$ cat src/rtl/count_sequencer_if.sv
// Command handshake bundle between host control and count_sequencer.
interface count_sequencer_if;
    logic       cmd_valid;
    logic       cmd_ready;
    logic [1:0] cmd_op;

    modport master (
        output cmd_valid,
        output cmd_op,
        input  cmd_ready
    );

    modport slave (
        input  cmd_valid,
        input  cmd_op,
        output cmd_ready
    );
endinterface

$ cat src/rtl/count_sequencer.sv
// Programmable prescaler and RUN/STOP/STEP/CLEAR sequencer
// for the 2-bit up/down display/phase counter.
module count_sequencer #(
    parameter int                   DIV_WIDTH   = 20,
    parameter logic [DIV_WIDTH-1:0] DIV_DEFAULT = 20'hFFFFF
) (
    input  logic                 clk,
    input  logic                 reset,
    count_sequencer_if.slave     cmd,
    input  logic                 dir,
    input  logic                 div_load,
    input  logic [DIV_WIDTH-1:0] div_value,
    output logic [1:0]           q,
    output logic                 tick,
    output logic                 wrap,
    output logic                 busy
);

    typedef enum logic [1:0] {
        S_IDLE = 2'd0,
        S_RUN  = 2'd1,
        S_STEP = 2'd2
    } state_t;

    localparam logic [1:0] OP_STOP = 2'b00;
    localparam logic [1:0] OP_RUN  = 2'b01;
    localparam logic [1:0] OP_STEP = 2'b10;
    localparam logic [1:0] OP_CLR  = 2'b11;

    state_t               state_q, state_d;
    logic [1:0]           q_q, q_d;
    logic [DIV_WIDTH-1:0] pre_q, pre_d;
    logic [DIV_WIDTH-1:0] div_q, div_d;
    logic                 tick_q, tick_d;
    logic                 wrap_q, wrap_d;
    logic                 accept;
    logic                 upd;

    assign cmd.cmd_ready = (state_q != S_STEP);
    assign accept        = cmd.cmd_valid && cmd.cmd_ready;

    always_ff @(posedge clk) begin
        if (!reset) begin
            state_q <= S_IDLE;
            q_q     <= 2'd0;
            pre_q   <= '0;
            div_q   <= DIV_DEFAULT;
            tick_q  <= 1'b0;
            wrap_q  <= 1'b0;
        end else begin
            state_q <= state_d;
            q_q     <= q_d;
            pre_q   <= pre_d;
            div_q   <= div_d;
            tick_q  <= tick_d;
            wrap_q  <= wrap_d;
        end
    end

    always_comb begin
        state_d = state_q;
        q_d     = q_q;
        pre_d   = pre_q;
        tick_d  = 1'b0;
        wrap_d  = 1'b0;
        upd     = 1'b0;
        // A load lands in div_q only; reloads below still see the old value.
        div_d   = div_load ? div_value : div_q;

        case (state_q)
            S_IDLE: begin
                if (accept) begin
                    case (cmd.cmd_op)
                        OP_RUN: begin
                            state_d = S_RUN;
                            pre_d   = div_q;
                        end
                        OP_STEP: begin
                            state_d = S_STEP;
                            pre_d   = div_q;
                        end
                        OP_CLR:  q_d = 2'd0;
                        default: ;
                    endcase
                end
            end
            S_RUN: begin
                if (accept && cmd.cmd_op == OP_STOP) begin
                    state_d = S_IDLE;
                end else if (accept && cmd.cmd_op == OP_CLR) begin
                    state_d = S_IDLE;
                    q_d     = 2'd0;
                end else begin
                    upd = (pre_q == '0);
                    if (!upd) pre_d = pre_q - DIV_WIDTH'(1);
                    // STEP arriving mid-run makes the pending update the last.
                    if (accept && cmd.cmd_op == OP_STEP)
                        state_d = upd ? S_IDLE : S_STEP;
                end
            end
            S_STEP: begin
                upd = (pre_q == '0);
                if (upd) state_d = S_IDLE;
                else     pre_d   = pre_q - DIV_WIDTH'(1);
            end
            default: state_d = S_IDLE;
        endcase

        if (upd) begin
            pre_d  = div_q;
            tick_d = 1'b1;
            q_d    = dir ? q_q + 2'd1 : q_q - 2'd1;
            wrap_d = dir ? (q_q == 2'd3) : (q_q == 2'd0);
        end
    end

    assign q    = q_q;
    assign tick = tick_q;
    assign wrap = wrap_q;
    assign busy = (state_q != S_IDLE);

endmodule

$ cat src/flat_wrapper.sv
// flat-port wrapper written by rule: the top's interface ports become plain ports
module count_sequencer_flat 
#(
    parameter int                   DIV_WIDTH   = 20,
    parameter logic [DIV_WIDTH-1:0] DIV_DEFAULT = 20'hFFFFF
)
  (clk, reset, dir, div_load, div_value, q, tick, wrap, busy, cmd_cmd_valid, cmd_cmd_op, cmd_cmd_ready);
  count_sequencer_if cmd_i ();
  input  logic clk;
  input  logic reset;
  input  logic dir;
  input  logic div_load;
  input  logic [DIV_WIDTH-1:0] div_value;
  output logic [1:0] q;
  output logic tick;
  output logic wrap;
  output logic busy;
  input wire logic [$bits(cmd_i.cmd_valid)-1:0] cmd_cmd_valid;
  input wire logic [$bits(cmd_i.cmd_op)-1:0] cmd_cmd_op;
  output wire logic [$bits(cmd_i.cmd_ready)-1:0] cmd_cmd_ready;
  assign cmd_i.cmd_valid = cmd_cmd_valid;
  assign cmd_i.cmd_op = cmd_cmd_op;
  assign cmd_cmd_ready = cmd_i.cmd_ready;
  count_sequencer #(.DIV_WIDTH(DIV_WIDTH), .DIV_DEFAULT(DIV_DEFAULT)) u_core (.clk(clk), .reset(reset), .cmd(cmd_i), .dir(dir), .div_load(div_load), .div_value(div_value), .q(q), .tick(tick), .wrap(wrap), .busy(busy));
endmodule
$ cat config.mk
export PLATFORM = sky130hd
export DESIGN_NAME = count_sequencer_flat
export DESIGN_NICKNAME = d
export VERILOG_FILES = /design/src/rtl/count_sequencer_if.sv /design/src/rtl/count_sequencer.sv /design/src/flat_wrapper.sv
export SDC_FILE = /design/constraint.sdc
export NUM_CORES = 1
export LEC_CHECK = 0
export CORE_UTILIZATION = 38
export CTS_CLUSTER_DIAMETER = 200
export DETAILED_ROUTE_END_ITERATION = 7
export PLACE_DENSITY = 0.56
export SLEW_MARGIN = 20
export SYNTH_ARGS = -nofsm -noshare
export SYNTH_HDL_FRONTEND = slang
export SYNTH_SLANG_ARGS = --single-unit
$ cat constraint.sdc
create_clock -name clk -period 3.75 [get_ports clk]
set_input_delay 0.75 -clock clk [delete_from_list [all_inputs] [get_ports clk]]
set_output_delay 0.75 -clock clk [all_outputs]
set_load 0.005 [all_outputs]
# Word level (Yosys, flattened, before mapping)
# Index checks and enable logic that the tools add are counted.
# totals
ff_bits	46
input_bits	27
output_inout_bits	6
elab_cells	69
# op_classes
n_addsub	3
n_eq_ne	17
n_mux	27
n_reduce_logical	16
# ops
op	count
two-way mux 20 bit	6
case mux 20 bit (3 select lines)	1
two-way mux 2 bit	12
zero test 20 bit	1
subtractor 20 x 1 -> 20 bit, second input constant	1
!= test 3 x 2 -> 1 bit, second input constant	4
AND reduction 5 bit	2
!= test 3 x 1 -> 1 bit, second input constant	3
equality test 2 bit, second input constant	4
case mux 2 bit (2 select lines)	2
zero test 2 bit	3
case mux 2 bit (3 select lines)	1
equality test 2 x 1 -> 1 bit, second input constant	2
logical AND 1 bit	4
two-way mux 1 bit	4
!= test 2 x 1 -> 1 bit, second input constant	2
!= test 4 x 1 -> 1 bit, second input constant	1
AND reduction 4 bit	1
nonzero test 4 bit	1
nonzero test 3 bit	1
adder 2 x 1 -> 2 bit, second input constant	1
!= test 2 bit, second input constant	1
case mux 1 bit (2 select lines)	1
AND reduction 2 bit	1
3 further kinds	3

# Logic depth before layout (Yosys ltp)
# Gate-level depths: netlist of the first run.
# logic_depth
ltp_word	8
depth_mapped	9
mapped_depth_nobuf	8

# Worst setup path before layout of the first run
# Ideal clock, no wire load.
# synth_timing
kind	reg2reg
from	register u_core.pre_q[13]
to	register u_core.pre_q[12]
setup_time_ns	0.076
t_arrival_ns	2.589
required_ns	3.674
path_slack_ns	1.086
path_stages_with_launch	10
path_buffers	3
period_less_slack_ns	2.664
path_cell_list	dfxtp_1 or4_1 clkbuf_1 or4_1 buf_2 nor3_2 mux2i_1 clkbuf_1 o21ai_0 a21boi_0
# synth_between
elab_chain_len	6
word_cells_on_any_way	15
classes_between	eq/ne (4); mux (8); reduce/logical (3)
# synth_rtl
item	line_no	rtl
from (decl)	count_sequencer.sv:32	logic [DIV_WIDTH-1:0] pre_q, pre_d;
from (signal assigned)	count_sequencer.sv:53	pre_q <= pre_d;
zero test 20 bit *	count_sequencer.sv:94, count_sequencer.sv:102	
two-way mux 1 bit or two-way mux 20 bit (tied branches) (2 in a row)	-	
case mux 1 bit (2 select lines) or two-way mux 20 bit (tied branches)	-	
!= test 3 x 2 -> 1 bit (no source line) (tied with other cells)	-	
AND reduction 5 bit (no source line) or two-way mux 20 bit (tied branches)	-	
# Every way passes the cells marked *; elsewhere a longest branch is shown, timed or not. The select of a mux whose other input is x is not followed.
# A chain may end at the register's enable or synchronous reset.

# Final worst setup path of the first run
# layout_timing
from	input port cmd_cmd_op[0]
to	register u_core.pre_q[0]
# layout_between
elab_chain_len	7
word_cells_on_any_way	17
classes_between	eq/ne (7); mux (4); reduce/logical (6)
# layout_rtl
item	line_no	rtl
from (decl)	flat_wrapper.sv:19	input wire logic [$bits(cmd_i.cmd_op)-1:0] cmd_cmd_op;
equality test 2 bit	count_sequencer.sv:90	end else if (accept && cmd.cmd_op == OP_CLR) begin
logical AND 1 bit	count_sequencer.sv:90	
two-way mux 1 bit	count_sequencer.sv:90	
two-way mux 1 bit	count_sequencer.sv:88	if (accept && cmd.cmd_op == OP_STOP) begin
case mux 1 bit (2 select lines)	count_sequencer.sv:70	case (state_q)
!= test 3 x 2 -> 1 bit (no source line) (tied with other cells)	-	
AND reduction 5 bit (no source line)	-	
# Parallel ways exist; a longest one is shown, timed or not.

==> impl_metrics.ini, run 1 <==
[run_status]
status = finished, final reports clean

[sta]
rsz0062_at_grt = no
clock_skew_ns = 0.00451
setup_viol = 0
fmax_ghz = 0.345
tightest_slew_ns = 0.785
timing.final.crit_period_ns = 2.90
relSlewSlack_pct = 47.5
layout_setup_ws_ns = 0.855
maxSlewViolCount = 0
setup_tns_ns = 0
hold_viol = 0
period_share_pct = 77.2
hold_ws_ns = 0.457

[power_and_ir_drop]
clockPowerShare_pct = 17.3
combPwrFrac_pct = 50.4
p_per_area_mw_per_mm2 = 732
p_leak_uw = 0.00117
internal_power_uw = 1260
p_sw_share_pct = 42.4
p_seq_share_pct = 32.3
p_sw_uw = 930
peakVddDrop_uv = 280

[clock_tree]
cts_buffer_depth = 2
h-tree-depth = 2
cts_sinks = 46
cts_buffers = 5
tritoncts = yes
clock_latency_ns = 0.30
cts_hold_buf = 0
cts.clk_slew.worst_paths_ns = 0.08
cts_setup_buffers = 0
root_buffer = clkbuf_8
cts_resized = 0

[logic_synthesis]
syn_area_mm2 = 0.00248
ys_top_cells_by_area = dfxtp_1 (37%), mux2i_1 (8.5%), a21oi_1 (5.4%)
yosys.cell_count.top_type = dfxtp_1
syn_area_per_cell_um2 = 8.22
ys_ff_latch = 46
synth_xor_area_share_pct = 0.706
synth_mux_area_share_pct = 8.47
yosys.area_share.adder_pct = 4.54
synth_top_area_share_pct = 37.1
synth-seq-area-share_pct = 37.1
yosys.area_share.simple_pct = 23.3
synth_common_cells = dfxtp_1 (46), nand2_1 (32), a21oi_1 (27)
async_flop_share_pct = 0
synth_ff_type = dfxtp_1
synth-compound-area-share_pct = 20.8
synth_top_family_by_area = simple AND/OR/NAND/NOR gates
yosys.area.top_type = dfxtp_1
syn-instance-count = 302
synth-edff-count = 0
ys_types = 44
syn-num-nets = 338
synth-warning-count = 0

[job]
drv_cap = 0

[final_layout]
antennaDiodeCount = 0
fill_cells = 637
synthToLayoutAreaGrowth_pct = 20.7
drive_above_1_share_pct = 6.67
layout.nets = 366

[critical_path]
cp_slowest_cell = clkdlybuf4s50_1
arrival_ns = 3.14
cp_common_cell = a21oi_1
critPathTopFamily = buffers and inverters
cp.required_ns = 3.99
worstPathMaxFanout = 15
critPathKind = input pin to flip-flop
cp_cell_sequence = clkdlybuf4s50_1 > inv_1 > ha_1 > o21ai_0 > a21oi_1 > o31ai_4 > buf_4 > a21oi_1 > or4b_1 > nand3_1
cp-start-kind = input pin
path_buf_inv = 3
end_kind = flip-flop
cpPeakStageDelay_ns = 0.51

[global_routing]
grt_pass1_vias = 2049
grt_pass1_wl_um = 9760
grt_start_max_net_pins = 29
grtUsageTotal_pct = 17.0
antenna_found_initial = 0
grt_overflow = 0

[die]
die_h_um = 82.8
die_w_um = 82.8
core_area_mm2 = 0.00631
fp-row-count = 29
die-area_mm2 = 0.00686
initial_core_util_pct = 39.3
io_pins = 33

[routing]
first_iter_violations = 161
via_count = 2209
wire_per_inst_um = 13.5
wl_um = 5510
drc = 0
dr.pass1.iters = 4
via_per_inst = 5.43
postRouteAntennaNets = 0

[placed_design]
hpwl_um = 3820
preCtsSetupSlack_ns = 0.544
portBuffers = 32
gp_congestion = 0.750

[worst_hold_path]
min_path_type = flip-flop to flip-flop
## final timing paths
kind / slack, ns / from / end / cells after the start
max reg2reg: 0.85 / u_core.pre_q[13] / u_core.pre_q[0] / 7
max: 0.85 / cmd_cmd_op[0] / u_core.pre_q[0] / 10
min: 0.46 / u_core.pre_q[16] / u_core.pre_q[16] / 2
min reg2reg: 0.46 / u_core.pre_q[16] / u_core.pre_q[16] / 2
## layout by cell type (no fill, tap or decap), types with 3 or more instances in the layout
master	netlist	final
dfxtp_1	46	46
nand2_1	32	32
clkdlybuf4s50_1	0	32
a21oi_1	27	27
mux2i_1	21	21
nor2_1	20	20
o21ai_0	19	19
nor3_1	17	17
o211ai_1	14	14
inv_1	11	11
ha_1	9	9
buf_4	1	9
nor4_1	8	8
o22ai_1	7	7
clkbuf_8	0	6
or3_1	4	4
or4_1	4	4
nand2b_1	4	4
a21boi_0	4	4
nand3_1	4	4
and2_1	3	3
## per-stage QoR
step	power (µW)	instances	cell area, µm²	utilization, %
6_report	2190	407	2990	47.4
5_1_grt	2380	407	2990	47.4
4_1_cts	2200	407	2990	47.4
3_5_place_dp	1820	400	2880	45.6
3_3_place_gp	1810	400	2880	45.6
2_1_floorplan	1550	302	2480	-
## logic make-up after synthesis
kind of cell	count (synthesis)
buffers and inverters	31
AO/OA/AOI/OAI	82
AND/OR/NAND/NOR	111
flip-flops	46
XOR/XNOR	2
multiplexers	21
adder cells (fa/ha/maj)	9
## power groups by stage
stage / registers, µW / clock network, µW / logic, µW
2_1_floorplan: 687 / 0 / 859
6_report: 708 / 379 / 1110
3_5_place_dp: 714 / 0 / 1100
5_1_grt: 725 / 406 / 1250
3_3_place_gp: 715 / 0 / 1100
4_1_cts: 704 / 389 / 1110
## worst register-to-register path, stage by stage, from the launching register on
cell	delay (ns)
dfxtp_1	0.38
or4_1	0.66
or4_1	0.64
o31ai_4	0.25
buf_4	0.24
a21oi_1	0.06
or4b_1	0.50
nand3_1	0.09
## layer usage
layer | part of all wire, % | GRT usage [%]
met1 | 52 | 24.0
met2 | 44 | 26.3
met3 | 3.3 | 3.18
met4 | 1.1 | 5.33
met5 | 0 | 0
## area by class of cell
type | count | area (µm²) | share of cell area [%]
Clock buffer | 6 | 82.6 | 2.76
Clock inverter | 1 | 30.0 | 1.00
Inverter | 11 | 41.3 | 1.38
Multi-Input combinational cell | 225 | 1440 | 47.9
Sequential cell | 46 | 921 | 30.8
Tap cell | 77 | 96.3 | 3.22
Timing Repair Buffer | 41 | 388 | 13.0
## state kept, by name (all words and copies together) (netlist names)
name,count
u_core.div_q,20
u_core.pre_q,20
u_core.q,2
u_core.state_q,2
u_core.tick,1
u_core.wrap,1
No activity file was read; power rests on OpenSTA's default activity.
==> run 2: changes to the inputs <==
- clock period: 3.75 -> 3 ns (I/O delays scaled with it)
==> run 2 against run 1 <==
Compared with the run above: combinational power is 35% higher; via count increased by 1.7%; global-route usage is essentially flat; sequential share of layout area is 0.36 points lower; worst setup slack worse by 0.57 ns; die area stayed put; non-clock buffer count up 6; register-to-register slack lost 0.57 ns; cell area up 1.2%; utilization up 0.55 points; sequential power grew 25%; first-iteration DRC count down 50%; highest routed layer unchanged.
==> impl_metrics.ini, run 2 (synthesis gave the netlist of run 1 again) <==
[power_and_ir_drop]
finalPower_uw = 2770
peakVddDrop_uv = 337
p_per_area_mw_per_mm2 = 914
p_leak_uw = 0.00119

[final_layout]
drive_above_1_share_pct = 8.61
antennaDiodeCount = 0
layout_common_cells = dfxtp_1 (46), nand2_1 (32), clkdlybuf4s50_1 (32)
synthToLayoutAreaGrowth_pct = 22.1
final_common_cell = dfxtp_1
layout.nets = 372
reg_top3 = u_core.div_q (20), u_core.pre_q (20)

[clock_tree]
h-tree-depth = 2
cts_buffers = 5
clock_latency_ns = 0.30
root_buffer = clkbuf_8
cts_resized = 0
cts_sinks = 46
cts_hold_buf = 0
tritoncts = yes
cts_setup_buffers = 0
cts_buffer_depth = 2
cts.clk_slew.worst_paths_ns = 0.09

[sta]
fmax_ghz = 0.368
timing.final.crit_period_ns = 2.72
setup_tns_ns = 0
clock_skew_ns = 0.00874
rsz0062_at_grt = no
hold_viol = 0
relSlewSlack_pct = 61.9
maxSlewViolCount = 0
tightest_slew_ns = 0.566
period_share_pct = 90.6
setup_viol = 0
layout_setup_ws_ns = 0.283
hold_ws_ns = 0.477

[die]
io_pins = 33
initial_core_util_pct = 39.3
die_h_um = 82.8
die-area_mm2 = 0.00686
die_w_um = 82.8
fp-row-count = 29
core_area_mm2 = 0.00631

[routing]
first_iter_violations = 81
wire_per_inst_um = 13.5
dr_wl_met3_um = 170
wl_met1_um = 2840
dr.pass1.iters = 4
via_count = 2247
top_layer_used = met4
postRouteAntennaNets = 0
wl_met2_um = 2510
wl_um = 5580
drc = 0
via_per_inst = 5.43

[critical_path]
cp_slowest_cell = or4_1
critPathKind = flip-flop to flip-flop
arrival_ns = 2.96
critPathTopFamily = simple AND/OR/NAND/NOR gates
path_buf_inv = 1
worstPathMaxFanout = 8
cp_cell_sequence = or4_1 > or4_1 > nor3_2 > mux2i_1 > buf_4 > or4b_1 > nand3_1
cpPeakStageDelay_ns = 0.62
end_kind = flip-flop
reg2reg_slack_ns = 0.28
cp_common_cell = or4_1
cp.required_ns = 3.25
cp-start-kind = flip-flop

[job]
drv_cap = 0

[placed_design]
gp_congestion = 0.829
preCtsSetupSlack_ns = 0.0587
portBuffers = 32
hpwl_um = 4010

[global_routing]
grt_pass1_vias = 2130
antenna_found_initial = 0
grtUsageTotal_pct = 17.0
grt_start_max_net_pins = 29
grt_pass1_wl_um = 9800
grt_overflow = 0

[worst_hold_path]
min_path_type = flip-flop to flip-flop

[run_status]
status = finished, final reports clean
==> run 2: changes by cell type in the layout (fill, tap and decap cells not counted) <==
cell	change
clkbuf_8	-1
bufinv_16	-1
clkinv_2	+1
buf_4	+5
clkinvlp_4	+1
clkinv_4	+1
buf_12	+1
==> run 2: layout make-up <==
cell class | instances | area, µm²
timing repair buffer | 47 | 445
fill | 643 | 3280
inverter | 11 | 41.3
sequential | 46 | 921
clock inverter | 3 | 21.3
clock buffer | 5 | 68.8
tap | 77 | 96.3
multi-input combinational | 225 | 1440
==> run 2: where the power goes <==
part | internal (µW) | switching, µW
sequential | 749 | 137
clock | 164 | 222
combinational | 649 | 847
==> run 2: metal layers <==
| layer | track usage, % | up-vias |
|---|---|---|
| met3 | 3.28 | 5 |
| met4 | 4.55 | 0 |
| met1 | 22.3 | 1044 |
| met2 | 28.5 | 38 |
| li1 | - | 1160 |
| met5 | 0 | - |
==> run 2: path summary, 6_finish.rpt <==
path	start	to	cells after the start
worst max-delay path	u_core.pre_q[13]	u_core.pre_q[0]	7
worst min-delay path	u_core.pre_q[7]	u_core.pre_q[7]	2
worst min register to register	u_core.pre_q[7]	u_core.pre_q[7]	2
worst max register to register	u_core.pre_q[13]	u_core.pre_q[0]	7
==> run 2: metrics by stage <==
stage	instance area (µm²)	utilization, %	cells
after floorplan	2480	-	302
after global placement	2940	46.6	406
after detailed placement	2940	46.6	406
after CTS	3030	48.0	414
after global routing	3030	48.0	414
final	3030	48.0	414
==> run 2: worst reg2reg max path, delay by kind of cell, from the launching register on <==
kind / cells / cell delay [ns]
and+or+nand+nor: 5 / 1.98
muxes: 1 / 0.14
DFF: 1 / 0.38
buffers and inverters: 1 / 0.17
